[config.mk]
export PLATFORM = sky130hd
export DESIGN_NAME = bmc_frame_decoder
export DESIGN_NICKNAME = d
export VERILOG_FILES = /design/src/rtl/bmc_pkg.sv /design/src/rtl/bmc_out_stage.sv /design/src/rtl/bmc_frame_decoder.sv
export SDC_FILE = /design/constraint.sdc
export NUM_CORES = 1
export LEC_CHECK = 0
export ABC_CLOCK_PERIOD_IN_PS = 2930
export BUFFER_PORTS_ARGS = -buffer_cell sky130_fd_sc_hd__clkbuf_2
export CORE_ASPECT_RATIO = 0.75
export CORE_MARGIN = 10
export CORE_UTILIZATION = 50
export DETAILED_ROUTE_END_ITERATION = 12
export GPL_ROUTABILITY_DRIVEN = 0
export HOLD_SLACK_MARGIN = 0.06
export PLACE_DENSITY_LB_ADDON = 0.25
export SYNTH_ARGS = -nofsm -noshare
export SYNTH_HDL_FRONTEND = slang
export SYNTH_SLANG_ARGS = --single-unit
[constraint.sdc]
create_clock -name clk -period 2.93 [get_ports clk]
set_input_delay 0.1465 -clock clk [delete_from_list [all_inputs] [get_ports clk]]
set_output_delay 0.1465 -clock clk [all_outputs]
set_load 0.1 [all_outputs]
[src/rtl/bmc_pkg.sv]
// ----------------------------------------------------------------------------
// bmc_pkg
// Shared definitions for the Biphase Mark Code frame decoder:
//   - bmc_state_t   : half-bit FSM states (IDLE, H0, H1)
//   - BMC_DEFAULT_W : default decoded bits per frame
//   - bmc_decode    : decodes one bit cell from its two halves
// ----------------------------------------------------------------------------
package bmc_pkg;

   localparam int BMC_DEFAULT_W = 28;

   typedef enum logic [1:0] {
      IDLE = 2'd0,   // waiting for start of frame
      H0   = 2'd1,   // expecting first half of a cell
      H1   = 2'd2    // expecting second half of a cell
   } bmc_state_t;

   // A BMC cell carries a 1 when it toggles mid-cell, a 0 when it does not.
   function automatic logic bmc_decode(input logic first_half, input logic second_half);
      return first_half ^ second_half;
   endfunction

endpackage

[src/rtl/bmc_out_stage.sv]
// ----------------------------------------------------------------------------
// bmc_out_stage
// One-entry output register with valid/ready handshake. Also decides whether
// a completed frame is presented, dropped (STRICT and erroneous) or lost
// because the held frame has not been consumed yet.
// Ports:
//   clk, rst     : clock, asynchronous active-high reset
//   i_done       : a frame completes this cycle
//   i_frame      : completed frame contents
//   i_err        : completed frame had a boundary violation
//   ready_in     : consumer accepts the held frame
//   valid_out    : o_block / o_code_err valid
//   o_block      : held frame
//   o_code_err   : held frame error flag
//   o_overflow   : one-cycle pulse, completed frame lost to backpressure
//   o_drop       : one-cycle pulse, erroneous frame discarded (STRICT)
// ----------------------------------------------------------------------------
module bmc_out_stage
   import bmc_pkg::*;
#(
   parameter int DATA_W = BMC_DEFAULT_W,
   parameter int STRICT = 0
) (
   input  logic              clk,
   input  logic              rst,
   input  logic              i_done,
   input  logic [DATA_W-1:0] i_frame,
   input  logic              i_err,
   input  logic              ready_in,
   output logic              valid_out,
   output logic [DATA_W-1:0] o_block,
   output logic              o_code_err,
   output logic              o_overflow,
   output logic              o_drop
);

   logic              r_valid;
   logic [DATA_W-1:0] r_block;
   logic              r_code_err;
   logic              r_overflow;
   logic              r_drop;

   logic w_drop;
   logic w_room;

   assign w_drop = (STRICT != 0) && i_err;
   // The slot is free if empty or being emptied this very cycle.
   assign w_room = !r_valid || ready_in;

   // Output register: handshake, load, overflow and drop pulses.
   always_ff @(posedge clk or posedge rst) begin
      if (rst) begin
         r_valid    <= 1'b0;
         r_block    <= {DATA_W{1'b0}};
         r_code_err <= 1'b0;
         r_overflow <= 1'b0;
         r_drop     <= 1'b0;
      end else begin
         r_overflow <= 1'b0;
         r_drop     <= 1'b0;
         if (r_valid && ready_in) begin
            r_valid <= 1'b0;
         end
         // A load in the same cycle as a handshake overrides the clear above.
         if (i_done) begin
            if (w_drop) begin
               r_drop <= 1'b1;
            end else if (w_room) begin
               r_valid    <= 1'b1;
               r_block    <= i_frame;
               r_code_err <= i_err;
            end else begin
               r_overflow <= 1'b1;
            end
         end
      end
   end

   assign valid_out  = r_valid;
   assign o_block    = r_block;
   assign o_code_err = r_code_err;
   assign o_overflow = r_overflow;
   assign o_drop     = r_drop;

endmodule

[src/rtl/bmc_frame_decoder.sv]
// ----------------------------------------------------------------------------
// bmc_frame_decoder
// Pairs recovered half-bit samples into BMC cells, decodes each cell as
// first ^ second, checks the mandatory transition at every cell boundary and
// assembles DATA_W-bit frames presented through bmc_out_stage.
// Ports:
//   clk, rst    : clock, asynchronous active-high reset
//   i_bit       : half-bit sample
//   valid_in    : i_bit valid this cycle
//   i_sof       : sample is the first half of bit 0 (qualified by valid_in)
//   ready_in    : consumer accepts o_block
//   valid_out   : o_block / o_code_err valid
//   o_block     : decoded frame
//   o_code_err  : frame contained a boundary violation
//   o_abort     : pulse, partial frame discarded by i_sof
//   o_overflow  : pulse, completed frame lost while output held
//   o_drop      : pulse, erroneous frame discarded (STRICT)
// ----------------------------------------------------------------------------
module bmc_frame_decoder
   import bmc_pkg::*;
#(
   parameter int DATA_W     = BMC_DEFAULT_W,
   parameter int MSB_FIRST  = 1,
   parameter int CONTINUOUS = 0,
   parameter int STRICT     = 0
) (
   input  logic              clk,
   input  logic              rst,
   input  logic              i_bit,
   input  logic              valid_in,
   input  logic              i_sof,
   input  logic              ready_in,
   output logic              valid_out,
   output logic [DATA_W-1:0] o_block,
   output logic              o_code_err,
   output logic              o_abort,
   output logic              o_overflow,
   output logic              o_drop
);

   localparam int            CW       = $clog2(DATA_W);
   localparam logic [CW-1:0] LAST_BIT = CW'(DATA_W - 1);

   bmc_state_t        r_state;
   logic              r_first;
   logic              r_last_half;
   logic [CW-1:0]     r_bit_cnt;
   logic [DATA_W-1:0] r_shift;
   logic              r_err;
   logic              r_abort;

   logic              w_bit;
   logic [DATA_W-1:0] w_shift_nxt;
   logic              w_last_cell;
   logic              w_done;
   logic              w_abort;

   assign w_bit       = bmc_decode(r_first, i_bit);
   // MSB-first shifts left so the first bit ends at the top after DATA_W shifts.
   assign w_shift_nxt = (MSB_FIRST != 0) ? {r_shift[DATA_W-2:0], w_bit}
                                         : {w_bit, r_shift[DATA_W-1:1]};
   assign w_last_cell = (r_bit_cnt == LAST_BIT);
   assign w_done      = valid_in && !i_sof && (r_state == H1) && w_last_cell;
   // A half has been consumed in H1 always, and in H0 once past bit 0.
   // H0 with bit_cnt 0 only occurs at a CONTINUOUS seam.
   assign w_abort     = valid_in && i_sof &&
                        ((r_state == H1) ||
                         ((r_state == H0) && (r_bit_cnt != {CW{1'b0}})));

   // Half-bit FSM, cell counter, frame shift register and error flag.
   always_ff @(posedge clk or posedge rst) begin
      if (rst) begin
         r_state     <= IDLE;
         r_first     <= 1'b0;
         r_last_half <= 1'b0;
         r_bit_cnt   <= {CW{1'b0}};
         r_shift     <= {DATA_W{1'b0}};
         r_err       <= 1'b0;
         r_abort     <= 1'b0;
      end else begin
         r_abort <= w_abort;
         if (valid_in) begin
            if (i_sof) begin
               // Restart from any state; bit 0 after SOF is never boundary-checked.
               r_first   <= i_bit;
               r_bit_cnt <= {CW{1'b0}};
               r_err     <= 1'b0;
               r_state   <= H1;
            end else begin
               case (r_state)
                  IDLE: begin
                     r_state <= IDLE;
                  end
                  H0: begin
                     r_first <= i_bit;
                     if (i_bit == r_last_half) begin
                        r_err <= 1'b1;
                     end
                     r_state <= H1;
                  end
                  H1: begin
                     r_shift     <= w_shift_nxt;
                     r_last_half <= i_bit;
                     if (w_last_cell) begin
                        // The out stage samples r_err this cycle; clear it
                        // for a CONTINUOUS follow-on frame.
                        r_bit_cnt <= {CW{1'b0}};
                        r_err     <= 1'b0;
                        r_state   <= (CONTINUOUS != 0) ? H0 : IDLE;
                     end else begin
                        r_bit_cnt <= r_bit_cnt + CW'(1);
                        r_state   <= H0;
                     end
                  end
                  default: begin
                     r_state <= IDLE;
                  end
               endcase
            end
         end
      end
   end

   assign o_abort = r_abort;

   bmc_out_stage #(
      .DATA_W (DATA_W),
      .STRICT (STRICT)
   ) u_out (
      .clk        (clk),
      .rst        (rst),
      .i_done     (w_done),
      .i_frame    (w_shift_nxt),
      .i_err      (r_err),
      .ready_in   (ready_in),
      .valid_out  (valid_out),
      .o_block    (o_block),
      .o_code_err (o_code_err),
      .o_overflow (o_overflow),
      .o_drop     (o_drop)
   );

endmodule
==> summary.md, run 1 <==
| Metric | Value |
|---|---|
| Outcome | `complete, no violations` |
| Initial antenna violation count | `0` |
| Starting Density | `52.2%` |
| M1 wire length | `roughly 2.3 mm` |
| Critical path required time | `3140 ps` |
| Post-DP HPWL | `about 3.3 mm` |
| Max clock buf depth | `2` |
| Post-Place Cells | `293` |
| Hold WC Path Type | `in2reg` |
| Worst slew margin | `a little over half` |
| Die ar. | `approximately 9000 um^2` |
| Tightest Pin Transition | `711 ps` |
| Nets | `238` |
| Filler cells | `431` |
| CTS Sinks | `69` |
| Vias per inst | `5.18` |
| Iteration-0 DRC count of the detailed router | `65` |
| Pwr/cell area | `611 nW/um^2` |
| Grt ovf | `0` |
| Worst path arrival time | `2370 ps` |
| Max Fclk | `463 MHz` |
| Rows | `23` |
| CTS clk-pin slew, worst paths | `70 ps` |
| Endpoint type of the worst setup path | `register` |
| I/O Pins | `39` |
| H-Tree Depth | `3` |
| Ys Warns | `0` |
| Layout cells sized above 1 | `50.2%` |
| Avg WL per Cell | `16.0 um` |
| Critical path startpoint category | `register` |
| Largest net degree at the start of global routing | `37` |
| Tot Pwr | `0.00200 W` |
| Post-Syn Area per Cell | `15.1 um^2` |
| TritonRoute pass-1 iters | `4` |
| P_leak | `1.67 nW` |
| Worst-Skew Late Latency | `330 ps` |
| Final-report hold violation count | `0` |
| Global-route wire length before repair | `approximately 8.4 mm` |
| Slew Viols, Final | `0` |
| Fin Setup TNS | `0 ps` |
| Fin util | `60.9%` |
| Yosys cell types | `34` |
| Post-layout minimum cycle time | `2160 ps` |
| ANT cells | `0` |
| Critical path origin | `r_bit_cnt[1]` |
| Antenna Nets Post-Route | `0` |
| R2r startpoint | `r_bit_cnt[1]` |
| Maximum VDD drop | `approximately 0.32 mV` |
| RSZ-0062 raised after global routing | `no` |
| Core area | `5380 um^2` |
| Register bit count reported by yosys | `between 60 and 70` |
| Vias after detailed routing | `1,595` |
| Met3 WL | `326 um` |
| Area grow syn2layout | `16.7%` |
| CP Max Fanout | `29` |
| Mapped Nets | `194` |
| Post-Syn Instances | `between 150 and 200` |
| Clk_skew | `roughly 8.7 ps` |
| Register area share after synthesis | `between 60% and 70%` |
| Die width | `around 110 um` |
| DRT Wirelength | `roughly 4.9 mm` |
| Port bufs | `37` |
| Post-route clock period utilization | `73.7%` |
| Setup CP Type | `reg2reg` |
| CTS buffer count | `9` |
| Met2 WL | `2.17 mm` |
| Mapped Area | `approximately 2800 um^2` |
| Root Buffer | `clkbuf_8` |
| Setup violators final | `0` |
| Max Cap Viol | `0` |
| Vias in the first global route | `~1,700` |
| Remaining routing DRC violations | `0` |
| Non-Filler Instances | `a little over 300` |
| Highest routing layer actually used | `met4` |
| GRT Total Usage | `between 10% and 20%` |
| Startpoint of the worst hold path | `ready_in` |
| Die span in y | `84.9 um` |
| TritonCTS clock tree | `done` |
| Setup Buffers After CTS | `0` |
[sequential cells by signal, indices dropped and copies added, names as in the netlist]
name and cells:
u_out.o_block 28, r_shift 27, r_bit_cnt 5, r_state 2, o_abort 1, r_err 1, r_first 1, r_last_half 1
u_out.o_code_err 1, u_out.o_overflow 1, u_out.valid_out 1
[layer usage]
layer,up-vias,track usage (%)
met5,-,0
met4,0,4.42
met3,7,5.59
met2,37,17.4
met1,805,14.2
li1,746,-
[kinds of logic (layout without fill, tap and decap cells)]
| kind of cell | Yosys count | in the layout | synth area share, % |
|---|---|---|---|
| AND/OR/NAND/NOR | 20 | 20 | 4.64 |
| other | 1 | 1 | 0.134 |
| XOR/XNOR | 2 | 2 | 0.624 |
| flip-flops | 69 | 69 | 61.5 |
| buffers and inverters | 16 | 63 | 3.43 |
| multiplexers | 58 | 58 | 24.6 |
| adder cells (fa/ha/maj) | 2 | 2 | 0.892 |
| AO/OA/AOI/OAI | 18 | 18 | 4.15 |
[placed cells by master (no fill, tap or decap), drive strengths merged, types with 2 or more instances in the layout]
| cell type | count |
|---|---|
| inv | 7 |
| dfrtp | 69 |
| o21ai | 6 |
| nand3 | 2 |
| ha | 2 |
| nand2b | 4 |
| buf | 4 |
| a21oi | 3 |
| nor2b | 3 |
| nand2 | 4 |
| a31oi | 2 |
| mux2 | 58 |
| clkbuf | 50 |
[worst max-delay path, stage by stage, from the launching register on]
cell and delay (ps):
dfrtp_1 380, ha_1 250, nand4b_1 320, nor3b_4 270
buf_4 430, mux2_2 390
[cell usage after synthesis]
library cell	count	area (um^2)
dfrtp_1	69	1730
xor2_1	1	8.76
ha_1	2	25.0
inv_1	7	26.3
a31o_2	1	8.76
a41oi_1	1	8.76
buf_12	1	20.0
a31oi_1	2	12.5
nor4bb_1	1	10.0
o21a_1	1	7.51
buf_4	2	15.0
nand4b_1	1	8.76
o221ai_1	1	8.76
nand2_1	4	15.0
o21ai_0	6	30.0
o2bb2ai_1	1	8.76
xnor2_1	1	8.76
nand3b_1	1	7.51
a21oi_1	3	15.0
mux2_2	48	541
buf_6	1	11.3
nor3b_2	1	12.5
o41ai_1	1	8.76
or4b_2	1	10.0
nor2b_1	3	18.8
conb_1	1	3.75
buf_2	4	20.0
o21bai_1	1	7.51
nand3_1	2	10.0
and3b_1	1	8.76
nor2_1	1	3.75
mux2_4	10	150
clkbuf_1	1	3.75
nand2b_1	4	25.0
[power by group]
group / leakage, nW / internal, W / switching, W
Sequential: 0.946 / 0.00102 / 0.0000556
Clock: 0.102 / 0.000454 / 0.000315
Combinational: 0.621 / 0.0000777 / 0.0000796
[per-stage QoR]
stage               cell area [um^2]  setup WS [ps]  hold WS (ps)
floorplan                       2810            972           266
detailed placement              3070            802           298
CTS                             3280            758          69.0
finish                          3280            771          92.5
global placement                3070            894           299
global route                    3280            603          99.4
[area by class of cell]
type | count | area, um^2 | area share [%]
Inverter | 7 | 26.3 | 0.802
Clock buffer | 13 | 169 | 5.16
Clock inverter | 1 | 30.0 | 0.917
Sequential cell | 69 | 1730 | 52.7
Multi-Input combinational cell | 101 | 1000 | 30.7
Timing Repair Buffer | 42 | 225 | 6.88
Tap cell | 75 | 93.8 | 2.86
[path summary, 6_finish.rpt]
path                                     endpoint  slack [ps]  cells after the start
max in group asynchronous             r_shift[18]        1750                      4
worst max register to register  u_out.o_block[23]         770                      5
worst min register to register  u_out.o_block[14]         500                      1
min in group asynchronous       u_out.o_block[19]         470                      3
worst min-delay path             u_out.o_overflow          90                      3
worst max-delay path            u_out.o_block[23]         770                      5
[what timing repair did]
action                    4_1_cts  5_1_grt
gates resized for setup         0        0
hold endpoints to repair       34        0
hold buffers                    1        0
(Power assumes the default switching activity.)
==> run 2: changes to the inputs <==
--- a/config.mk
+++ b/config.mk
@@ -5,7 +5,7 @@
 export SDC_FILE = /design/constraint.sdc
 export NUM_CORES = 1
 export LEC_CHECK = 0
-export ABC_CLOCK_PERIOD_IN_PS = 2930
+export ABC_CLOCK_PERIOD_IN_PS = 1900
 export BUFFER_PORTS_ARGS = -buffer_cell sky130_fd_sc_hd__clkbuf_2
 export CORE_ASPECT_RATIO = 0.75
 export CORE_MARGIN = 10
==> constraint.sdc (replaced) <==
create_clock -name clk -period 1.9 [get_ports clk]
set_input_delay 0.095 -clock clk [delete_from_list [all_inputs] [get_ports clk]]
set_output_delay 0.095 -clock clk [all_outputs]
set_load 0.1 [all_outputs]
==> summary.md, run 2 (synthesis gave the netlist of run 1 again) <==
| Metric | Value |
|---|---|
| Max FFs per register | `28 (unchanged)` |
| H-Tree Depth | `3 (unchanged)` |
| Max clock buf depth | `2 (unchanged)` |
| CTS buffer count | `9 (unchanged)` |
| Setup violators final | `0 (unchanged)` |
| Clock Power Share | `40.2% (+1.8 points)` |
| Root Buffer | `clkbuf_8` |
| Remaining routing DRC violations | `0 (unchanged)` |
| Rows | `23 (unchanged)` |
| Max Cap Viol | `0 (unchanged)` |
| Initial antenna violation count | `0 (unchanged)` |
| CTS clk-pin slew, worst paths | `70 ps (about the same)` |
| Outcome | `complete, no violations` |
| Critical path required time | `2170 ps (-970 ps)` |
| Worst-Skew Late Latency | `340 ps (about the same)` |
| Non-Filler Instances | `314 (+1.9%)` |
| Comb pwr share | `8.0% (about the same)` |
| Layout cells sized above 1 | `51.0% (+0.83 points)` |
| Endpoint type of the worst setup path | `register` |
| Worst slew margin | `63.1% (+11 points)` |
| Avg WL per Cell | `15.3 um (-4.1%)` |
| Area grow syn2layout | `19.5%` |
| Post-layout minimum cycle time | `1810 ps (-348 ps)` |
| Flop pwr share | `51.9% (-1.8 points)` |
| I/O Pins | `39 (unchanged)` |
| Most common cell after layout, fill and taps aside | `dfrtp_1` |
| Starting Density | `52.2% (unchanged)` |
| Pwr/cell area | `950 nW/um^2 (+55%)` |
| Maximum VDD drop | `0.476 mV (+48%)` |
| Tot Pwr | `0.00319 W (+59%)` |
| Slew Viols, Final | `0 (unchanged)` |
| Seq. cell area | `1730 um^2 (unchanged)` |
| Power Internal | `0.00244 W (+57%)` |
| CP Max Fanout | `5 (-83%)` |
| Sw Pwr | `0.000747 W (+66%)` |
| Worst path arrival time | `2080 ps (-290 ps)` |
| Nets | `242 (+1.7%)` |
| Tightest Pin Transition | `555 ps (-156 ps)` |
| TritonRoute pass-1 iters | `4 (unchanged)` |
| Post-DP HPWL | `3.19 mm (-3.9%)` |
| Commonest cells after routing, fill and taps aside | `dfrtp_1, mux2_2, clkbuf_2, mux2_4, clkbuf_8` |
| Core area | `5380 um^2 (unchanged)` |
| RSZ-0062 raised after global routing | `no` |
| Die span in y | `84.9 um (unchanged)` |
| Critical path startpoint category | `register` |
| CTS Sinks | `69 (unchanged)` |
| Multi-input gate area | `1010 um^2 (+0.25%)` |
| Met3 demand-to-capacity share in global routing | `6.65% (+1.1 points)` |
| Vias in the first global route | `1,722 (+1.4%)` |
| Filler cells | `433 (+0.46%)` |
| Global-route wire length before repair | `8.60 mm (+2.1%)` |
| Antenna Nets Post-Route | `0 (unchanged)` |
| Largest net degree at the start of global routing | `70 (+89%)` |
| Met1 usage | `15.2% (+1.0 points)` |
| Sw Share | `23.4% (+0.95 points)` |
| Grt ovf | `0 (unchanged)` |
| DRT Wirelength | `4.81 mm (-2.3%)` |
| Fin util | `62.3% (+1.5 points)` |
| GRT Total Usage | `12.0% (+0.36 points)` |
| Vias per inst | `5.00 (-3.4%)` |
| Met2 Track Usage GR | `16.8% (-0.62 points)` |
| Max Fclk | `552 MHz (+19%)` |
| Die width | `107 um (unchanged)` |
| Fin Setup TNS | `0 ps (unchanged)` |
| Setup CP Type | `reg2reg` |
| ANT cells | `0 (unchanged)` |
| Post-Place Cells | `295 (+0.68%)` |
| Vias after detailed routing | `1,571 (-1.5%)` |
| GR peak layer | `met2` |
| P_leak | `1.70 nW (+1.8%)` |
| Post-route clock period utilization | `95.3% (+22 points)` |
| TritonCTS clock tree | `done` |
| Hold Slack | `88.5 ps (-3.94 ps)` |
| Port bufs | `37 (unchanged)` |
| Hold WC Path Type | `in2reg` |
| Clk_skew | `5.97 ps (-2.72 ps)` |
| Die ar. | `9040 um^2 (unchanged)` |
| Iteration-0 DRC count of the detailed router | `78 (+20%)` |
| Final-report hold violation count | `0 (unchanged)` |
[run 2: per-layer routing]
| metal | part of all wire [%] | routed length, um |
|---|---|---|
| met1 | 49 | 2330 |
| met5 | 0 | 0 |
| met2 | 44 | 2100 |
| met3 | 6.6 | 315 |
| met4 | 1.3 | 61 |
[run 2: layout make-up]
class | count | area share, %
clock inverters | 6 | 2.61
clock buffers | 10 | 3.80
flip-flops and latches | 69 | 51.5
inverters | 7 | 0.783
repair buffers | 46 | 8.50
multi-input cells | 101 | 30.0
well taps | 75 | 2.80
[run 2: repair_timing]
item | in CTS | in global routing
hold buffers | 3 | 0
endpoints found under the setup margin | 0 | 2
setup buffers | 0 | 0
endpoints found under the hold margin | 73 | 0
resized for setup | 0 | 1
[run 2: critical path, cell delays in order, from the launching register on]
cell,delay (ps)
dfrtp_1,380
ha_2,230
nand4b_1,170
buf_4,200
or4b_2,620
nor2_1,130
[run 2: power by group through the flow]
stage	sequential (W)	combinational, W	clock [W]
finish	0.00165	0.000254	0.00128
global route	0.00167	0.000290	0.00141
CTS	0.00165	0.000259	0.00132
detailed placement	0.00168	0.000254	0
global placement	0.00168	0.000248	0
floorplan	0.00167	0.000189	0
[run 2: final timing paths]
| kind | start | endpoint | slack, ps | cells past startpoint |
|---|---|---|---|---|
| hold reg to reg | u_out.o_block[9] | u_out.o_block[9] | 510 | 1 |
| setup / recovery | r_bit_cnt[0] | u_out.o_overflow | 90 | 5 |
| max in group asynchronous | rst | r_state[0] | 1270 | 4 |
| setup reg to reg | r_bit_cnt[0] | u_out.o_overflow | 90 | 5 |
| min in group asynchronous | rst | u_out.o_block[13] | 350 | 4 |
| hold / removal | i_sof | o_abort | 90 | 3 |
[run 2: stage by stage]
step	worst slack [ps]	cell area, um^2
5_1_grt	12.6	3350
3_5_place_dp	69.2	3110
2_1_floorplan	-57.6	2810
4_1_cts	64.0	3350
3_3_place_gp	100	3110
6_report	88.4	3350
